**config.mk**
```make
export PLATFORM = sky130hd
export DESIGN_NAME = imu_link_controller
export DESIGN_NICKNAME = d
export VERILOG_FILES = /design/src/rtl/imu_link_controller.sv
export SDC_FILE = /design/constraint.sdc
export NUM_CORES = 1
export LEC_CHECK = 0
export ABC_CLOCK_PERIOD_IN_PS = 2700
export CAP_MARGIN = 25
export CORE_ASPECT_RATIO = 1.2
export CORE_MARGIN = 3
export CORE_UTILIZATION = 36
export DETAILED_ROUTE_END_ITERATION = 8
export PLACE_DENSITY = 0.53
export SLEW_MARGIN = 25
export SYNTH_ARGS = -nofsm -noshare
export SYNTH_HDL_FRONTEND = slang
export SYNTH_SLANG_ARGS = --single-unit
```
**constraint.sdc**
```tcl
create_clock -name clk -period 2.7 [get_ports clk]
set_clock_uncertainty 0.05 [all_clocks]
set_input_delay 0.675 -clock clk [delete_from_list [all_inputs] [get_ports clk]]
set_output_delay 0.675 -clock clk [all_outputs]
set_load 0.005 [all_outputs]
```
**src/rtl/imu_link_controller.sv**
```systemverilog
// rtl/imu_link_controller.sv - IMU packet link-state sequencer with one-deep sample handshake
// Optional IMU_LINK_STATS_EN adds good-packet and drop counters.
module imu_link_controller #(
    parameter int TIMEOUT_CYCLES = 1200000,
    parameter int LOCK_COUNT     = 4,
    parameter int ERR_LIMIT      = 8,
    parameter int TMR_W          = 21
) (
    input  logic        clk,
    input  logic        rst_n,
    input  logic        pkt_strobe,
    input  logic        pkt_hdr_ok,
    input  logic [1:0]  pkt_flags,
    input  logic        clear_fault,
    input  logic        sample_ready,
    output logic        sample_valid,
    output logic [1:0]  sample_flags,
    output logic        overrun,
    output logic [2:0]  link_state,
    output logic        link_up,
    output logic        stale,
    output logic        fault,
`ifdef IMU_LINK_STATS_EN
    output logic [15:0] pkt_count,
    output logic [15:0] drop_count,
`endif
    output logic [3:0]  err_count
);
    typedef enum logic [2:0] {
        ST_DOWN = 3'd0, ST_ACQ = 3'd1, ST_LOCKED = 3'd2, ST_HOLD = 3'd3, ST_FAULT = 3'd4
    } state_t;

    localparam int GW = (LOCK_COUNT < 2) ? 1 : $clog2(LOCK_COUNT + 1);
    localparam logic [TMR_W-1:0] TMO_MAX  = TMR_W'(TIMEOUT_CYCLES);
    localparam logic [TMR_W-1:0] TMO_LAST = TMR_W'(TIMEOUT_CYCLES - 1);
    localparam logic [GW-1:0]    LOCK_N   = GW'(LOCK_COUNT);
    localparam logic [3:0]       ERR_MAX  = 4'(ERR_LIMIT);

    state_t           state_q, state_d;
    logic [TMR_W-1:0] timer_q, timer_d;
    logic [GW-1:0]    good_cnt_q, good_cnt_d;
    logic [3:0]       err_q, err_d;
    logic             valid_q, valid_d;
    logic [1:0]       flags_q, flags_d;
    logic             overrun_q, overrun_d;
    logic             link_up_q, stale_q, fault_q;
    logic             good, bad, timeout, issue, hs;

    always_comb begin
        // Packets are invisible while faulted; only clear_fault acts there.
        good       = pkt_strobe & pkt_hdr_ok & (state_q != ST_FAULT);
        bad        = pkt_strobe & ~pkt_hdr_ok & (state_q != ST_FAULT);
        timeout    = (timer_q == TMO_LAST) & ~good;
        state_d    = state_q;
        good_cnt_d = good_cnt_q;
        err_d      = err_q;
        issue      = 1'b0;
        case (state_q)
            ST_DOWN: begin
                if (good) begin
                    good_cnt_d = GW'(1);
                    state_d    = (LOCK_COUNT == 1) ? ST_LOCKED : ST_ACQ;
                end
            end
            ST_ACQ: begin
                if (good) begin
                    good_cnt_d = good_cnt_q + GW'(1);
                    if (good_cnt_q + GW'(1) == LOCK_N) state_d = ST_LOCKED;
                end else if (bad || timeout) begin
                    state_d = ST_DOWN;
                end
            end
            ST_LOCKED, ST_HOLD: begin
                if (good) begin
                    issue   = 1'b1;
                    err_d   = 4'd0;
                    state_d = ST_LOCKED;
                end else begin
                    if (bad) err_d = err_q + 4'd1;
                    if (bad && (err_q + 4'd1 == ERR_MAX)) state_d = ST_FAULT;
                    else if (timeout) state_d = (state_q == ST_LOCKED) ? ST_HOLD : ST_DOWN;
                end
            end
            ST_FAULT: begin
                if (clear_fault) state_d = ST_DOWN;
            end
            default: state_d = ST_DOWN;
        endcase
        if (state_d == ST_DOWN) begin
            good_cnt_d = '0;
            err_d      = 4'd0;
        end

        if (good || (state_d != state_q)) timer_d = '0;
        else if (timer_q == TMO_MAX)      timer_d = timer_q;
        else                              timer_d = timer_q + TMR_W'(1);

        hs        = valid_q & sample_ready;
        valid_d   = issue | (valid_q & ~hs);
        flags_d   = issue ? pkt_flags : flags_q;
        overrun_d = issue & valid_q & ~hs;
        if (state_d == ST_DOWN || state_d == ST_FAULT) valid_d = 1'b0;
    end

    always_ff @(posedge clk or negedge rst_n) begin
        if (!rst_n) begin
            state_q    <= ST_DOWN;
            timer_q    <= '0;
            good_cnt_q <= '0;
            err_q      <= 4'd0;
            valid_q    <= 1'b0;
            flags_q    <= 2'b00;
            overrun_q  <= 1'b0;
            link_up_q  <= 1'b0;
            stale_q    <= 1'b0;
            fault_q    <= 1'b0;
        end else begin
            state_q    <= state_d;
            timer_q    <= timer_d;
            good_cnt_q <= good_cnt_d;
            err_q      <= err_d;
            valid_q    <= valid_d;
            flags_q    <= flags_d;
            overrun_q  <= overrun_d;
            link_up_q  <= (state_d == ST_LOCKED);
            stale_q    <= (state_d == ST_HOLD);
            fault_q    <= (state_d == ST_FAULT);
        end
    end

`ifdef IMU_LINK_STATS_EN
    logic [15:0] pkt_q, drop_q;

    always_ff @(posedge clk or negedge rst_n) begin
        if (!rst_n) begin
            pkt_q  <= 16'd0;
            drop_q <= 16'd0;
        end else if (state_q == ST_FAULT && clear_fault) begin
            pkt_q  <= 16'd0;
            drop_q <= 16'd0;
        end else begin
            if (good) pkt_q <= pkt_q + 16'd1;
            if ((overrun_d || (bad && state_q != ST_DOWN)) && drop_q != 16'hFFFF)
                drop_q <= drop_q + 16'd1;
        end
    end

    assign pkt_count  = pkt_q;
    assign drop_count = drop_q;
`endif

    assign link_state   = state_q;
    assign link_up      = link_up_q;
    assign stale        = stale_q;
    assign fault        = fault_q;
    assign err_count    = err_q;
    assign sample_valid = valid_q;
    assign sample_flags = flags_q;
    assign overrun      = overrun_q;
endmodule

```
After elaboration in Yosys (flattened, before gate mapping)
Index checks and enable logic that the tools add are counted.
{"block": "totals", "ff_bits": 38, "wordCells": 77, "out_inout_bits": 14, "inputBits": 8}
{"block": "op_classes", "mux": 23, "reduce_logical": 12, "n_bitwise": 13, "n_eq_ne": 16, "addsub": 3}
{"operator": "$eq A21 B21 Y1 const B", "count": 2}
{"operator": "$mux W21", "count": 2}
{"operator": "$mux W3", "count": 11}
{"operator": "$add A21 B1 Y21 const B", "count": 1}
{"operator": "$mux W4", "count": 4}
{"operator": "$eq A3 B2 Y1 const B", "count": 4}
{"operator": "$pmux W3 S4", "count": 1}
{"operator": "$and A1 B1 Y1", "count": 9}
{"operator": "$eq A3 B3 Y1 const B", "count": 3}
{"operator": "$ne A3 B3 Y1 const B", "count": 3}
{"operator": "$logic_not A3 Y1", "count": 2}
{"operator": "$pmux W3 S2", "count": 1}
{"operator": "$reduce_bool A3 Y1", "count": 2}
{"operator": "$add A4 B1 Y4 const B", "count": 1}
{"operator": "$eq A4 B4 Y1 const B", "count": 1}
{"operator": "$add A3 B1 Y3 const B", "count": 1}
{"operator": "$eq A3 B1 Y1 const B", "count": 1}
{"operator": "$logic_or A1 B1 Y1", "count": 3}
{"operator": "$mux W1", "count": 3}
{"operator": "$ne A3 B3 Y1", "count": 1}
{"operator": "$not A1 Y1", "count": 3}
{"operator": "$reduce_and A3 Y1", "count": 1}
{"operator": "$mux W2", "count": 1}
{"operator": "$ne A2 B2 Y1 const B", "count": 1}
{"operator": "5 further kinds", "count": 5}

Depth between registers and ports, before layout
{"block": "logic_depth", "word_depth": 11, "depth_mapped": 8, "ltp_nobuf": 7}

Least setup slack after synthesis
Ideal clock, no wire load.
{"block": "synth_timing", "path_kind": "input -> register", "startpoint": "input pkt_hdr_ok", "endpoint": "register timer_q[10]", "arrival_ns": 1.912, "setup_ns": 0.086, "n_path_buf": 1, "t_required_ns": 2.564, "slack_ns": 0.652, "cell_stages": 7, "path_cell_list": "nand2_1 a21oi_1 nor4_2 a21o_1 a221o_1 buf_6 nor3_1"}
{"block": "synth_via", "elab_chain_len": 11, "word_cells_on_any_way": 20, "cone_classes": "eq/ne (2); mux (8); bitwise (7); reduce/logical (3)"}
{"item": "start: declaration", "line_no": "12", "text": "input logic pkt_hdr_ok,"}
{"item": "$and A1 B1 Y1 (2 in a row)", "line_no": "51", "text": "good = pkt_strobe & pkt_hdr_ok & (state_q != ST_FAULT);"}
{"item": "$not A1 Y1", "line_no": "53", "text": "timeout = (timer_q == TMO_LAST) & ~good;"}
{"item": "$and A1 B1 Y1", "line_no": "53"}
{"item": "$mux W3 or $logic_or A1 B1 Y1 (tied branches)", "line_no": "81, 69"}
{"item": "$mux W3, on equally long branches", "line_no": "80, 69"}
{"item": "$mux W3, on equally long branches", "line_no": "74, 66"}
{"item": "$pmux W3 S4", "line_no": "58", "text": "case (state_q)"}
{"item": "$ne A3 B3 Y1", "line_no": "94", "text": "if (good || (state_d != state_q)) timer_d = '0;"}
{"item": "$logic_or A1 B1 Y1 (*)", "line_no": "94"}
{"item": "$ne A2 B2 Y1 (no line) or $mux W21 (tied branches)"}
{"item": "end signal: assignment", "line_no": "119", "text": "timer_q <= timer_d;"}
{"item": "end: declaration", "line_no": "40", "text": "logic [TMR_W-1:0] timer_q, timer_d;"}
Every way passes the cells marked *; elsewhere a longest branch is shown, timed or not.
A chain may end at the register's enable or synchronous reset.

Worst setup path in the final report
{"block": "layout_timing", "startpoint": "input pkt_strobe", "endpoint": "register err_q[0] (netlist: err_count[0])"}
{"block": "layout_via", "elab_chain_len": 11, "word_cells_on_any_way": 22, "cone_classes": "mux (10); bitwise (6); reduce/logical (6)"}
{"item": "start: declaration", "line_no": "11", "text": "input logic pkt_strobe,"}
{"item": "$and A1 B1 Y1 (2 in a row)", "line_no": "51"}
{"item": "$not A1 Y1", "line_no": "53"}
{"item": "$and A1 B1 Y1", "line_no": "53"}
{"item": "$mux W3 or $logic_or A1 B1 Y1 (tied branches)", "line_no": "81, 69"}
{"item": "$mux W3, on equally long branches", "line_no": "80, 69"}
{"item": "$mux W3, on equally long branches", "line_no": "74, 66"}
{"item": "$pmux W3 S4 (*)", "line_no": "58"}
{"item": "via state_d[1]", "line_no": "39", "text": "state_t state_q, state_d;"}
{"item": "$logic_not A3 Y1 (*)", "line_no": "89", "text": "if (state_d == ST_DOWN) begin"}
{"item": "$reduce_bool A3 Y1 (no line) or $reduce_bool A2 Y1 (tied branches)"}
{"item": "$reduce_and A2 Y1 (no line)"}
{"item": "end signal: assignment", "line_no": "121", "text": "err_q <= err_d;"}
{"item": "end: declaration", "line_no": "42", "text": "logic [3:0] err_q, err_d;"}
Mark *: on every way through the listed nets, which the timed path passes. The rest lies on a longest branch. The select of a mux whose other input is x is not followed.

==> flow_summary_export.csv <==
group,metric,value,unit
yosys,synth-simple-area-share,25.19,%
yosys,synth_flop_cell,"dfrtp_1",
drt,wire_per_inst,13.32,um
setup_path,crit_chain,"clkdlybuf4s50_1 > nand2_1 > a21oi_1 > buf_4 > nor4_1 > o32ai_1 > a211oi_4 > a21oi_1",
setup_path,worst_setup_path_end_kind,"register",
place,place_hpwl,3051,um
grt,grt_first_pass_wirelength,7465,um
setup_path,critical-path-top-cell-by-count,"a21oi_1",
setup_path,path_max_fanout,8,
setup_path,slowest_stage,"clkdlybuf4s50_1",
yosys,syn_nets,221,
finish,layout-drive-gt1-share,16.39,%
clock_network,cts_tree,"done",
sta,setup_violations,0,
sta,fin_crit,2.468,ns
yosys,synth_area,0.002116,mm2
finish,multi_input_area,0.001097,mm2
grt,grt_usage,13.39,%
drt,ant_nets,0,
power,pwr-share-seq,49.2,%
setup_path,cp.arrival,2.55,ns
sta,max_slew.worst_pin.slew,0.8197,ns
sta,finalCritPeriodShare,91.40,%
yosys,syn_avg_cell_area,10.22,um2
setup_path,cpPeakStageDelay,0.47,ns
yosys,ys_types,51,
floorplan,dieArea,0.006837,mm2
floorplan,row_count,29,
grt,overflow,0,
drt,drt-initial-drc-count,54,
finish,diodes,0,
outcome,status,"complete, no violations",
place,place.gp.congestion,0.7980,
finish,regArea,950.9,um2
yosys,synth_top_family_by_area,"simple AND/OR/NAND/NOR gates",
run,max_cap_viol_count,0,
floorplan,die_h,89.98,um
power,leakagePower,1.102,nW
yosys,async_reset_ff_share,100.0,%
sta,maxSlewViolCount,0,
yosys,synthCells,207,
finish,fill_cells,539,
power,p_clk_share,34.9,%
yosys,synth.area.mux_share,2.070,%
min_path,hp-class,"in -> async",
place,placed_area,0.002491,mm2
drt,route.detailed.drc,0,
setup_path,startpoint_type,"input port",
finish,fin_area,0.002605,mm2
yosys,yosysSeqAreaShare,44.94,%
yosys,yosys.area_share.adder,3.548,%
yosys,synth_compound_area_share,11.53,%
yosys,synth_edf_count,0,
drt,dr.pass1.iters,4,
setup_path,critPathKind,"in -> reg",
yosys,synth-seq-cells,38,
yosys,synth_xor_area_share,9.521,%
clock_network,cts-buffers-inserted,5,
clock_network,postCtsHoldBufs,0,
setup_path,critPathRequiredTime,2.79,ns
drt,via_count,1637,
yosys,ys_warn_count,0,
clock_network,root_buffer,"clkbuf_8",
power,p_switching,0.3703,mW
sta,relSlewSlack,45.35,%
clock_network,clock-sinks,38,
clock_network,clk_path_buf_depth,2,
power,switching_share,26.65,%
place,port_buffers,21,
clock_network,clkTransAtPathRegs,0.08,ns
floorplan,core,0.005479,mm2
grt,grt_pass1_vias,1611,
floorplan,die-width,75.99,um
grt,grt_start_max_net_pins,39,
sta,hold_viol_final,0,
clock_network,htree_levels,2,
clock_network,post_cts_resized,0,
sta,rsz0062_at_grt,"false",
floorplan,start_util,38.62,%
finish,nets,257,
power,power.density,533.4,mW/mm2
power,power,1.390,mW
power,power_frac_comb,15.9,%
clock_network,clock_latency,0.29,ns
power,power.internal,1.019,mW
clock_network,post_cts_buffers,0,
drt,drt_wl_total,4276,um
sta,max_freq,405.2,MHz
power,peakVddDrop,0.0003719,V
grt,antenna_found_initial,0,
finish,syn2layout_area_growth,23.12,%
drt,viasPerCell,5.100,
floorplan,ios,22,
[layer usage]
layer  GRT usage, %  vias up  wire length [um]
met5              0        -                 0
met4          6.193        0                88
met3          3.500        7               161
met2          21.45       29              2027
met1          16.89      785              1998
li1               -      816                 -
[path summary, 6_finish.rpt]
path                                 start               to  slack (ns)  cells after the start
min                                  rst_n    link_state[1]        0.42                      1
max in group asynchronous            rst_n            fault        1.66                      1
min in group clk           sample_flags[1]  sample_flags[1]        0.46                      1
max reg2reg                    timer_q[16]     err_count[0]        0.44                      6
min reg2reg                sample_flags[1]  sample_flags[1]        0.46                      1
max                             pkt_strobe     err_count[0]        0.23                      8
[cells in the mapped netlist (2+ instances only)]
cell | n | area share [%]
nand3_1 | 11 | 2.6
and2_1 | 2 | 0.59
nand2_1 | 7 | 1.2
xnor2_1 | 11 | 4.6
o211ai_1 | 2 | 0.71
and3_1 | 3 | 0.89
mux2_2 | 3 | 1.6
dfrtp_1 | 38 | 45
buf_6 | 3 | 1.6
nor3_1 | 21 | 5.0
xor2_1 | 12 | 5.0
nand2b_1 | 3 | 0.89
nor2_1 | 16 | 2.8
nor2b_1 | 2 | 0.59
nand4_1 | 3 | 0.89
nand4b_1 | 3 | 1.2
inv_1 | 7 | 1.2
a21oi_1 | 20 | 4.7
o21ai_0 | 3 | 0.71
ha_1 | 6 | 3.5
[critical path, delay by kind of cell]
kind | cells | cell delay, ns
AOI/OAI and AO/OA | 4 | 0.83
buffers and inverters | 2 | 0.64
and+or+nand+nor | 2 | 0.40
[layout by cell type, fill, tap and decap left out, types with 2 or more instances in the layout]
master	synthesis	final
clkinvlp_4	0	2
clkdlybuf4s50_1	0	20
nand2b_1	3	3
nor2b_1	2	2
nand4_1	3	3
nand4b_1	3	3
o211ai_1	2	2
and2_1	2	2
nor3_1	21	21
inv_1	7	7
nand3_1	11	11
nand2_1	7	7
buf_12	0	2
dfrtp_1	38	38
and3_1	3	3
o21ai_0	3	3
xnor2_1	11	11
nor2_1	16	16
ha_1	6	6
clkbuf_8	0	5
a21oi_1	20	20
mux2_2	3	3
buf_4	1	10
xor2_1	12	12
[power groups by stage]
stage | clock network [mW] | registers [mW] | logic (mW)
after floorplan | 0 | 0.684 | 0.129
after global placement | 0 | 0.693 | 0.226
after detailed placement | 0 | 0.693 | 0.224
after CTS | 0.503 | 0.682 | 0.226
after global routing | 0.533 | 0.693 | 0.251
final | 0.485 | 0.684 | 0.221
[flip-flops by register name, indices dropped and copies added (netlist names)]
name	cells
timer_q	21
err_count	4
good_cnt_q	3
link_state	3
sample_flags	2
fault	1
link_up	1
overrun	1
sample_valid	1
stale	1
[stage by stage]
step           std cells  util [%]  TNS [ns]  hold WS, ns  setup WS (ns)
2_1_floorplan        207         -         0       0.3294         0.6519
3_3_place_gp         313     45.47         0       0.4376        0.03206
4_1_cts              321     47.55         0       0.4637         0.2522
6_report             321     47.55         0       0.4241         0.2321
3_5_place_dp         313     45.47   -0.3493       0.4476       -0.05755
5_1_grt              321     47.55         0       0.4843         0.1017
[final cells by class]
cell class              count  area share (%)
clock buffers               5           2.642
clock inverters             3           1.729
inverters                   7           1.009
multi-input cells         158           42.12
flip-flops and latches     38           36.50
well taps                  77           3.698
repair buffers             33           12.30
[cell families after synthesis]
| logic type | count (synthesis) |
|---|---|
| and+or+nand+nor | 90 |
| DFF | 38 |
| AOI/OAI and AO/OA | 35 |
| xor gates and xnor gates | 23 |
| buffers and inverters | 11 |
| adders and majority gates | 6 |
| muxes | 4 |
No activity file was read; power rests on OpenSTA's default activity.
